### config.mk
export PLATFORM = sky130hd
export DESIGN_NAME = pulse_generator_multi
export DESIGN_NICKNAME = d
export VERILOG_FILES = /design/src/rtl/pulse_generator_multi.sv
export SDC_FILE = /design/constraint.sdc
export NUM_CORES = 1
export LEC_CHECK = 0
export BUFFER_PORTS_ARGS = -buffer_cell sky130_fd_sc_hd__buf_4
export CAP_MARGIN = 0
export CORE_ASPECT_RATIO = 1.2
export CORE_MARGIN = 2
export CORE_UTILIZATION = 56
export DETAILED_ROUTE_END_ITERATION = 16
export PLACE_DENSITY = 0.86
export SYNTH_ARGS = -nofsm -noshare
export SYNTH_HDL_FRONTEND = slang
export SYNTH_SLANG_ARGS = --single-unit
### constraint.sdc
create_clock -name clk -period 5.34 [get_ports clk]
set_input_delay 0.801 -clock clk [delete_from_list [all_inputs] [get_ports clk]]
set_output_delay 0.801 -clock clk [all_outputs]
set_load 0.1 [all_outputs]
### src/rtl/pulse_generator_multi.sv
// Multi-channel programmable pulse/PWM generator.
// Each channel runs an IDLE/RUN state machine with its own N-bit counter,
// period (ticks), high-time (width), mode (periodic / one-shot) and enable.
// Optional feature macro: PULSE_GENERATOR_MULTI_RETRIGGER_EN
//   defined     -> a start during a one-shot RUN restarts the shot at count 0
//   not defined -> start during RUN is ignored
module pulse_generator_multi #(
    parameter int N = 8,
    parameter int C = 4
) (
    input  logic           clk,
    input  logic           rst,
    input  logic           ena,
    input  logic [C-1:0]   ch_ena,
    input  logic [C-1:0]   mode,
    input  logic [C-1:0]   start,
    input  logic [C*N-1:0] ticks,
    input  logic [C*N-1:0] width,
    output logic [C-1:0]   out,
    output logic [C-1:0]   wrap,
    output logic [C-1:0]   busy
);

    typedef enum logic {
        IDLE = 1'b0,
        RUN  = 1'b1
    } state_t;

    state_t       state    [C];
    state_t       state_nx [C];
    logic [N-1:0] count    [C];
    logic [N-1:0] count_nx [C];
    logic [N-1:0] tk       [C];
    logic [N-1:0] wd       [C];
    logic [N-1:0] last     [C];
    logic [C-1:0] at_end;

    // Per-channel field unpacking, period-end compare and output decode.
    // last wraps to all-ones when ticks is 0; that case is forced to IDLE.
    for (genvar g = 0; g < C; g++) begin : g_ch
        assign tk[g]     = ticks[g*N +: N];
        assign wd[g]     = width[g*N +: N];
        assign last[g]   = tk[g] - 1'b1;
        assign at_end[g] = (count[g] >= last[g]);
        assign busy[g]   = (state[g] == RUN);
        assign out[g]    = (state[g] == RUN) & ena & (count[g] < wd[g]);
        assign wrap[g]   = (state[g] == RUN) & ena & at_end[g];
    end

    // Next-state and next-count for every channel.
    always_comb begin
        for (int i = 0; i < C; i++) begin
            state_nx[i] = state[i];
            count_nx[i] = count[i];
            if (state[i] == IDLE) begin
                if (ena && ch_ena[i] && (tk[i] != '0) && (!mode[i] || start[i])) begin
                    state_nx[i] = RUN;
                    count_nx[i] = '0;
                end
            end else begin
                // Losing the channel enable or the period drops to IDLE even while frozen.
                if (!ch_ena[i] || (tk[i] == '0)) begin
                    state_nx[i] = IDLE;
                    count_nx[i] = '0;
                end else if (ena) begin
`ifdef PULSE_GENERATOR_MULTI_RETRIGGER_EN
                    if (mode[i] && start[i]) begin
                        count_nx[i] = '0;
                    end else
`endif
                    if (at_end[i]) begin
                        count_nx[i] = '0;
                        if (mode[i]) begin
                            state_nx[i] = IDLE;
                        end
                    end else begin
                        count_nx[i] = count[i] + 1'b1;
                    end
                end
            end
        end
    end

    // State and counter registers, cleared asynchronously by rst low.
    always_ff @(posedge clk or negedge rst) begin
        if (!rst) begin
            for (int i = 0; i < C; i++) begin
                state[i] <= IDLE;
                count[i] <= '0;
            end
        end else begin
            for (int i = 0; i < C; i++) begin
                state[i] <= state_nx[i];
                count[i] <= count_nx[i];
            end
        end
    end

endmodule
==> results by group, run 1 <==
CTS
  – Worst-path clk slew: 70 ps
  – CTS tree: done
  – Clock buffer depth: 2
  – Resized Gates After CTS: 0
  – Clock root cell: sky130_fd_sc_hd__clkbuf_8
  – Clock buffer count from CTS: 5
  – Count of buffers added by post-CTS timing repair for setup: 0
  – Number of clock sinks seen by CTS: 36
  – Clock network latency to the later pin of the worst-skew pair: just under 300 ps
  – Count of hold-fix buffers inserted at cts: 0
  – H-tree levels: 2

Synth
  – Share of the yosys chip area belonging to registers: 0.229
  – Cell with the most instances after synthesis: sky130_fd_sc_hd__ha_1
  – Ys flop type: sky130_fd_sc_hd__dfrtp_1
  – Async set-or-reset flop fraction in the synthesized netlist: 1.00
  – List of most frequent post-synthesis cells: sky130_fd_sc_hd__ha_1 (72), sky130_fd_sc_hd__inv_1 (52), sky130_fd_sc_hd__nand2_1 (39), sky130_fd_sc_hd__dfrtp_1 (36), sky130_fd_sc_hd__a21oi_1 (33)
  – Total of flip-flops plus latches after synthesis: 36
  – Cells after synthesis: approximately 460
  – Top post-synthesis cells by area: sky130_fd_sc_hd__dfrtp_1 (23%), sky130_fd_sc_hd__ha_1 (23%), sky130_fd_sc_hd__inv_1 (5.0%)
  – Synth warn: 0
  – Mean cell area of the mapped netlist: 8.56 sq um
  – Post-synth EDFFs: 0
  – Area share of the largest cell type after synthesis: 0.229
  – Yosys cell types: 48
  – Cell area after technology mapping: 3930 sq um
  – Synthesized netlist net count: 610
  – Dominant cell type by area after synthesis: sky130_fd_sc_hd__dfrtp_1

Floorplan
  – X dimension of the die: 80.5 microns
  – Cell Rows: 33
  – Die Ht: 95.8 microns
  – Core box area: 6810 sq um
  – Initial core utilization: 0.577
  – Area enclosed by the die boundary: 7710 sq um
  – Num ports: approximately 90

Layout
  – Net count of the finished layout: 706
  – Number of filler cells placed in the layout: 561
  – Diodes inserted: 0
  – Ratio of cells with drive above 1 in the final layout: 0.209
  – Area growth from synthesis to layout: 22.7%
  – Cell Count, Final, Fillers Out: 643

Hold path
  – Min-Delay Path Class: in2async

Timing
  – Fmax: roughly 0.24 GHz
  – Relative max-transition margin: 0.461
  – Number of setup violations in the final report: 0
  – Unrepaired setup endpoints after global routing: false
  – Count of final hold-check violations: 0
  – Final period demand of the worst path: 4150 ps
  – Final setup TNS: 0 ps
  – Pin slew with the least headroom to its limit: between 800 and 900 ps
  – Final Slew Violations: 0
  – Share of the clock period used by the worst path: 0.777
  – Worst Skew: 3.50 ps

Placed design
  – RePlAce Congestion: a little under 0.9
  – Quantity of I/O buffers inserted on ports: 90
  – Count of placed standard cells including taps: 635
  – Post-detailed-placement half-perimeter wirelength: 7510 microns

Critical path
  – Worst reg2reg path endpoint: count[30]
  – Endpoint required time on the critical path: around 4500 ps
  – Data arrival time of the critical path: approximately 3400 ps
  – Cell count of the worst reg-to-reg path: 6
  – Slowest cell on the critical path: sky130_fd_sc_hd__or4_1
  – Stage delay of the slowest cell on the critical path: 620 ps
  – Crit-path cells: buf_4 > or4_1 > nor4_1 > xnor2_1 > ha_1 > nand2_1 > nor3_1 > a21oi_1 > nor2_1 > buf_4
  – Crit path capture type: output port
  – Startpoint-to-endpoint class of the critical path: in2out
  – FF-to-FF Start: count[26]
  – Most frequent CP cell: sky130_fd_sc_hd__buf_4
  – Category of the worst setup path launch point: primary input
  – R2r setup slk: between 2000 and 3000 ps
  – Maximum fanout count along the critical path: 4

Pwr
  – Power Dens Cells: roughly 160 nW/um^2
  – Leakage Power: 2.45 nW
  – VDD IR-drop max: between 0.1 and 0.15 mV

Routing
  – Final wirelength: around 9200 microns
  – Count of vias placed by the detailed router: roughly 3800
  – Via count normalized by instance count: between 5 and 6
  – Violation count after the first detailed-routing iteration: between 150 and 200
  – Detail Route Antenna Nets: 0
  – Number of search-and-repair iterations in the first detailed-routing pass: 4
  – Routed wirelength normalized by instance count: 14.2 microns
  – Total DRC errors in the routed layout: 0

Global route
  – Wire length of the first global-routing pass: 15500 microns
  – Number of global-route vias before repair: 3630
  – Largest net degree at the start of global routing: 37
  – Number of antenna violations at the first check in global routing: 0
  – Grt ovf: 0
  – Global-route total usage across every layer: 0.249

Run status
  – Status: finished, final reports clean

Flow run
  – Number of maximum-capacitance constraint violations: 0
cell usage in the layout (no fill, tap or decap), types with 4 or more instances in the layout:
master / instances
sky130_fd_sc_hd__a2111oi_2: 5
sky130_fd_sc_hd__a211oi_1: 17
sky130_fd_sc_hd__a21o_1: 10
sky130_fd_sc_hd__a21oi_1: 33
sky130_fd_sc_hd__a22oi_1: 5
sky130_fd_sc_hd__a31oi_1: 11
sky130_fd_sc_hd__and3_1: 12
sky130_fd_sc_hd__buf_4: 90
sky130_fd_sc_hd__clkbuf_8: 5
sky130_fd_sc_hd__dfrtp_1: 36
sky130_fd_sc_hd__ha_1: 72
sky130_fd_sc_hd__inv_1: 52
sky130_fd_sc_hd__nand2_1: 39
sky130_fd_sc_hd__nand2b_1: 16
sky130_fd_sc_hd__nand3_1: 16
sky130_fd_sc_hd__nor2_1: 16
sky130_fd_sc_hd__nor2b_1: 6
sky130_fd_sc_hd__nor3_1: 8
sky130_fd_sc_hd__nor3b_1: 4
sky130_fd_sc_hd__nor4_1: 4
sky130_fd_sc_hd__o2111ai_1: 4
sky130_fd_sc_hd__o21ai_1: 20
sky130_fd_sc_hd__or3_1: 4
sky130_fd_sc_hd__xnor2_1: 20
sky130_fd_sc_hd__xor2_1: 4
sequential cells by signal, summed over array words and instances, names as in the netlist:
signal / flops
count: 32
busy: 4
through the flow:
step	setup WS, ps	util	power, mW	hold WS, ps	instance area (sq um)
2_1_floorplan	624	-	0.425	481	3930
3_3_place_gp	1290	0.692	0.511	512	4710
3_5_place_dp	1210	0.692	0.519	520	4710
4_1_cts	1200	0.708	0.764	471	4820
5_1_grt	1020	0.708	0.798	490	4820
6_report	1190	0.708	0.757	454	4820
area by class of cell:
type	instances	area (sq um)	share of cell area
sequential	36	901	0.187
timing repair buffer	90	676	0.140
tap	87	109	0.0226
inverter	52	195	0.0405
clock inverter	3	42.5	0.00882
clock buffer	5	68.8	0.0143
multi-input combinational	370	2830	0.587
kinds of logic (layout without fill, tap and decap cells):
kind of cell | after synthesis | in the layout | share of synthesized area
and+or+nand+nor | 137 | 137 | 0.183
AOI/OAI and AO/OA | 133 | 133 | 0.244
adders and majority gates | 72 | 72 | 0.229
buffers and inverters | 53 | 150 | 0.0506
DFF | 36 | 36 | 0.229
xor gates and xnor gates | 24 | 24 | 0.0535
muxes | 4 | 4 | 0.0105
power breakdown:
group | internal (mW) | switching, mW | total [mW]
logic | 0.0959 | 0.129 | 0.225
clock network | 0.138 | 0.105 | 0.243
registers | 0.279 | 0.00983 | 0.289
total | 0.513 | 0.244 | 0.757
worst max-delay path, delay by kind of cell:
kind	cells	cell delay [ps]
compound gates	1	180
buf+inv	2	440
xor+xnor	1	110
fa+ha+maj	1	300
simple gates	5	1520
layer usage:
metal,wire (microns),track usage
met3,320,0.0338
met4,57,0.0621
met1,3800,0.296
met5,0,0
met2,4980,0.468
worst max-delay path by stage:
stage               from       to  cells after the start  slack (ps)
2_1_floorplan   width[4]   out[0]                      7         620
3_3_place_gp   ticks[10]  wrap[1]                     10        1290
3_5_place_dp   ticks[10]  wrap[1]                     10        1210
4_1_cts        ticks[10]  wrap[1]                     10        1200
5_1_grt        ticks[10]  wrap[1]                     10        1020
6_report       ticks[21]  wrap[2]                     10        1190
Note: power is estimated with default switching activity, not from simulation.
==> inputs of run 2 (changes only) <==
Settings changed: CORE_UTILIZATION 56 to 50, PLACE_DENSITY 0.86 to 0.81.
Clock period 5.34 ns to 3.45 ns, I/O delays scaled along.
==> run 2 against run 1 <==
Sequential share of layout area is 0.51 points lower. Cell count is 2.3% higher. Die area is 11% higher. Non-clock buffer count is 10 higher. Core utilization is 6.1 points lower. Via count is 1.3% higher. Combinational power is 58% higher. Final area is 2.8% higher. First-iteration DRC count is 50% lower. Sequential cell count stayed put. Register-to-register slack worse by 1700 ps. Largest power group unchanged.
==> results by group, run 2 (same netlist as run 1, synthesis figures left out) <==
CTS
  – Clock buffer count from CTS: 5 (unchanged)
  – Worst-path clk slew: 70 ps (about the same)
  – Number of clock sinks seen by CTS: 36 (unchanged)
  – CTS tree: done (unchanged)
  – Clock root cell: sky130_fd_sc_hd__clkbuf_8 (unchanged)
  – H-tree levels: 2 (unchanged)
  – Clock buffer depth: 2 (unchanged)
  – Count of buffers added by post-CTS timing repair for setup: 0 (unchanged)
  – Clock network latency to the later pin of the worst-skew pair: 280 ps (was 290 ps)

Pwr
  – Power Dens Cells: 237 nW/um^2 (was 157 nW/um^2)
  – Leakage Power: 2.51 nW (was 2.45 nW)
  – Sw Ratio: 0.318 (was 0.323)
  – Net Switching: 0.373 mW (was 0.244 mW)
  – Proportion of power drawn by flip-flops and latches: 0.381 (about the same)
  – Proportion of power drawn by the clock network: 0.316 (was 0.321)
  – VDD IR-drop max: 0.194 mV (was 0.104 mV)
  – Internal: 0.800 mW (was 0.513 mW)
  – Portion of total power attributed to combinational logic: 0.304 (was 0.297)

Layout
  – Flip-flop count of the largest register, all copies and words added: 32 (unchanged)
  – Area growth from synthesis to layout: 26.1% (was 22.7%)
  – Net count of the finished layout: 716 (was 706)
  – Register bank with the most flops: count (unchanged)
  – Diodes inserted: 0 (unchanged)
  – Commonest cells after routing, fill and taps aside: sky130_fd_sc_hd__buf_4 (99), sky130_fd_sc_hd__ha_1 (72), sky130_fd_sc_hd__inv_1 (52) (was sky130_fd_sc_hd__buf_4 (90), sky130_fd_sc_hd__ha_1 (72), sky130_fd_sc_hd__inv_1 (52))
  – Ratio of cells with drive above 1 in the final layout: 0.239 (was 0.209)
  – Most common library cell in the layout ignoring fill and taps: sky130_fd_sc_hd__buf_4 (unchanged)
  – Finished Cell Area: 4960 sq um (was 4820 sq um)

Timing
  – Count of final hold-check violations: 0 (unchanged)
  – Final Slew Violations: 0 (unchanged)
  – Pin slew with the least headroom to its limit: 672 ps (was 808 ps)
  – Relative max-transition margin: 0.552 (was 0.461)
  – Worst Skew: 5.89 ps (was 3.50 ps)
  – Fmax: 0.305 GHz
  – Final period demand of the worst path: 3280 ps
  – Share of the clock period used by the worst path: 0.951
  – Unrepaired setup endpoints after global routing: false (unchanged)
  – Number of setup violations in the final report: 0 (unchanged)
  – Final hold slack: 183 ps (was 454 ps)
  – Final setup TNS: 0 ps (unchanged)

Critical path
  – Crit-path cells: buf_4 > or4_4 > nor4_1 > xnor2_1 > ha_1 > nand2_1 > nor3_1 > a21oi_1 > nor2_4 > buf_4 (was buf_4 > or4_1 > nor4_1 > xnor2_1 > ha_1 > nand2_1 > nor3_1 > a21oi_1 > nor2_1 > buf_4)
  – FF-to-FF Start: count[10] (was count[26])
  – Endpoint required time on the critical path: 2930 ps (was 4540 ps)
  – Buffering stage count on the worst path with inverters included: 2 (unchanged)
  – Slowest cell on the critical path: sky130_fd_sc_hd__or4_4 (was sky130_fd_sc_hd__or4_1)
  – Top delay family on crit path: simple AND/OR/NAND/NOR gates (unchanged)
  – Category of the worst setup path launch point: primary input (unchanged)
  – Startpoint-to-endpoint class of the critical path: in2out (unchanged)
  – Crit path capture type: output port (unchanged)
  – Stage delay of the slowest cell on the critical path: 570 ps (was 620 ps)
  – Launch point of the critical path: ticks[10] (was ticks[21])
  – Maximum fanout count along the critical path: 5 (was 4)
  – Data arrival time of the critical path: 2760 ps (was 3350 ps)
  – Most frequent CP cell: sky130_fd_sc_hd__buf_4 (unchanged)

Routing
  – Via count normalized by instance count: 5.78 (was 5.84)
  – Final wirelength: 9330 microns (was 9160 microns)
  – Number of search-and-repair iterations in the first detailed-routing pass: 4 (unchanged)
  – Count of vias placed by the detailed router: 3803 (was 3754)
  – Violation count after the first detailed-routing iteration: 80 (was 161)
  – Total DRC errors in the routed layout: 0 (unchanged)
  – Detail Route Antenna Nets: 0 (unchanged)
  – Routed wirelength normalized by instance count: 14.2 microns (about the same)

Hold path
  – Min-Delay Path Class: in2async (unchanged)

Global route
  – Largest net degree at the start of global routing: 37 (unchanged)
  – Global-route total usage across every layer: 0.226 (was 0.249)
  – Number of antenna violations at the first check in global routing: 0 (unchanged)
  – Wire length of the first global-routing pass: 16300 microns (was 15500 microns)
  – Grt ovf: 0 (unchanged)
  – Number of global-route vias before repair: 3798 (was 3630)

Floorplan
  – Cell Rows: 35 (was 33)
  – Core box area: 7660 sq um (was 6810 sq um)
  – Area enclosed by the die boundary: 8590 sq um (was 7710 sq um)
  – X dimension of the die: 84.9 microns (was 80.5 microns)
  – Initial core utilization: 0.513 (was 0.577)
  – Die Ht: 101 microns (was 95.8 microns)
  – Num ports: 91 (unchanged)

Placed design
  – Quantity of I/O buffers inserted on ports: 90 (unchanged)
  – DP Area: 4840 sq um (was 4710 sq um)
  – Post-detailed-placement half-perimeter wirelength: 7820 microns (was 7510 microns)
  – RePlAce Congestion: 0.882 (was 0.885)

Run status
  – Status: finished, final reports clean (unchanged)

Flow run
  – Number of maximum-capacitance constraint violations: 0 (unchanged)
[run 2: power by group through the flow]
| stage | logic, mW | clock network, mW | registers (mW) |
|---|---|---|---|
| after detailed placement | 0.358 | 0 | 0.455 |
| final | 0.356 | 0.370 | 0.447 |
| after global placement | 0.345 | 0 | 0.455 |
| after global routing | 0.398 | 0.398 | 0.449 |
| after floorplan | 0.185 | 0 | 0.476 |
| after CTS | 0.359 | 0.375 | 0.447 |
[run 2: cell type report]
class	instances	area, sq um
clock buffers	6	72.6
well taps	92	115
inverters	52	195
flip-flops and latches	36	901
repair buffers	100	754
fillers	648	2710
clock inverters	2	35.0
multi-input cells	370	2890
[run 2: final timing paths]
check	slack, ps	end	cells after the start
worst max register to register	1200	count[11]	6
worst min-delay path	180	count[22]	1
worst max-delay path	170	wrap[1]	10
max in group asynchronous	2930	count[24]	1
min in group clk	410	busy[2]	2
worst min register to register	520	count[15]	1
[run 2: repair_timing]
| item | CTS | global route |
|---|---|---|
| hold buffers | 0 | 0 |
| setup endpoints to repair | 0 | 2 |
| gates resized for setup | 0 | 3 |
[run 2: per-stage QoR]
stage	setup slack, ps	util	power (mW)	cells
2_1_floorplan	30.6	-	0.661	459
3_3_place_gp	212	0.631	0.800	650
3_5_place_dp	108	0.631	0.813	650
4_1_cts	98.2	0.645	1.18	658
5_1_grt	21.9	0.647	1.24	658
6_report	168	0.647	1.17	658
[run 2: metal layers]
layer | part of all wire | vias to the layer above | global-route usage
li1 | - | 1901 | -
met1 | 0.41 | 1813 | 0.263
met2 | 0.55 | 81 | 0.439
met3 | 0.033 | 8 | 0.0318
met4 | 0.010 | 0 | 0.0427
met5 | 0 | - | 0
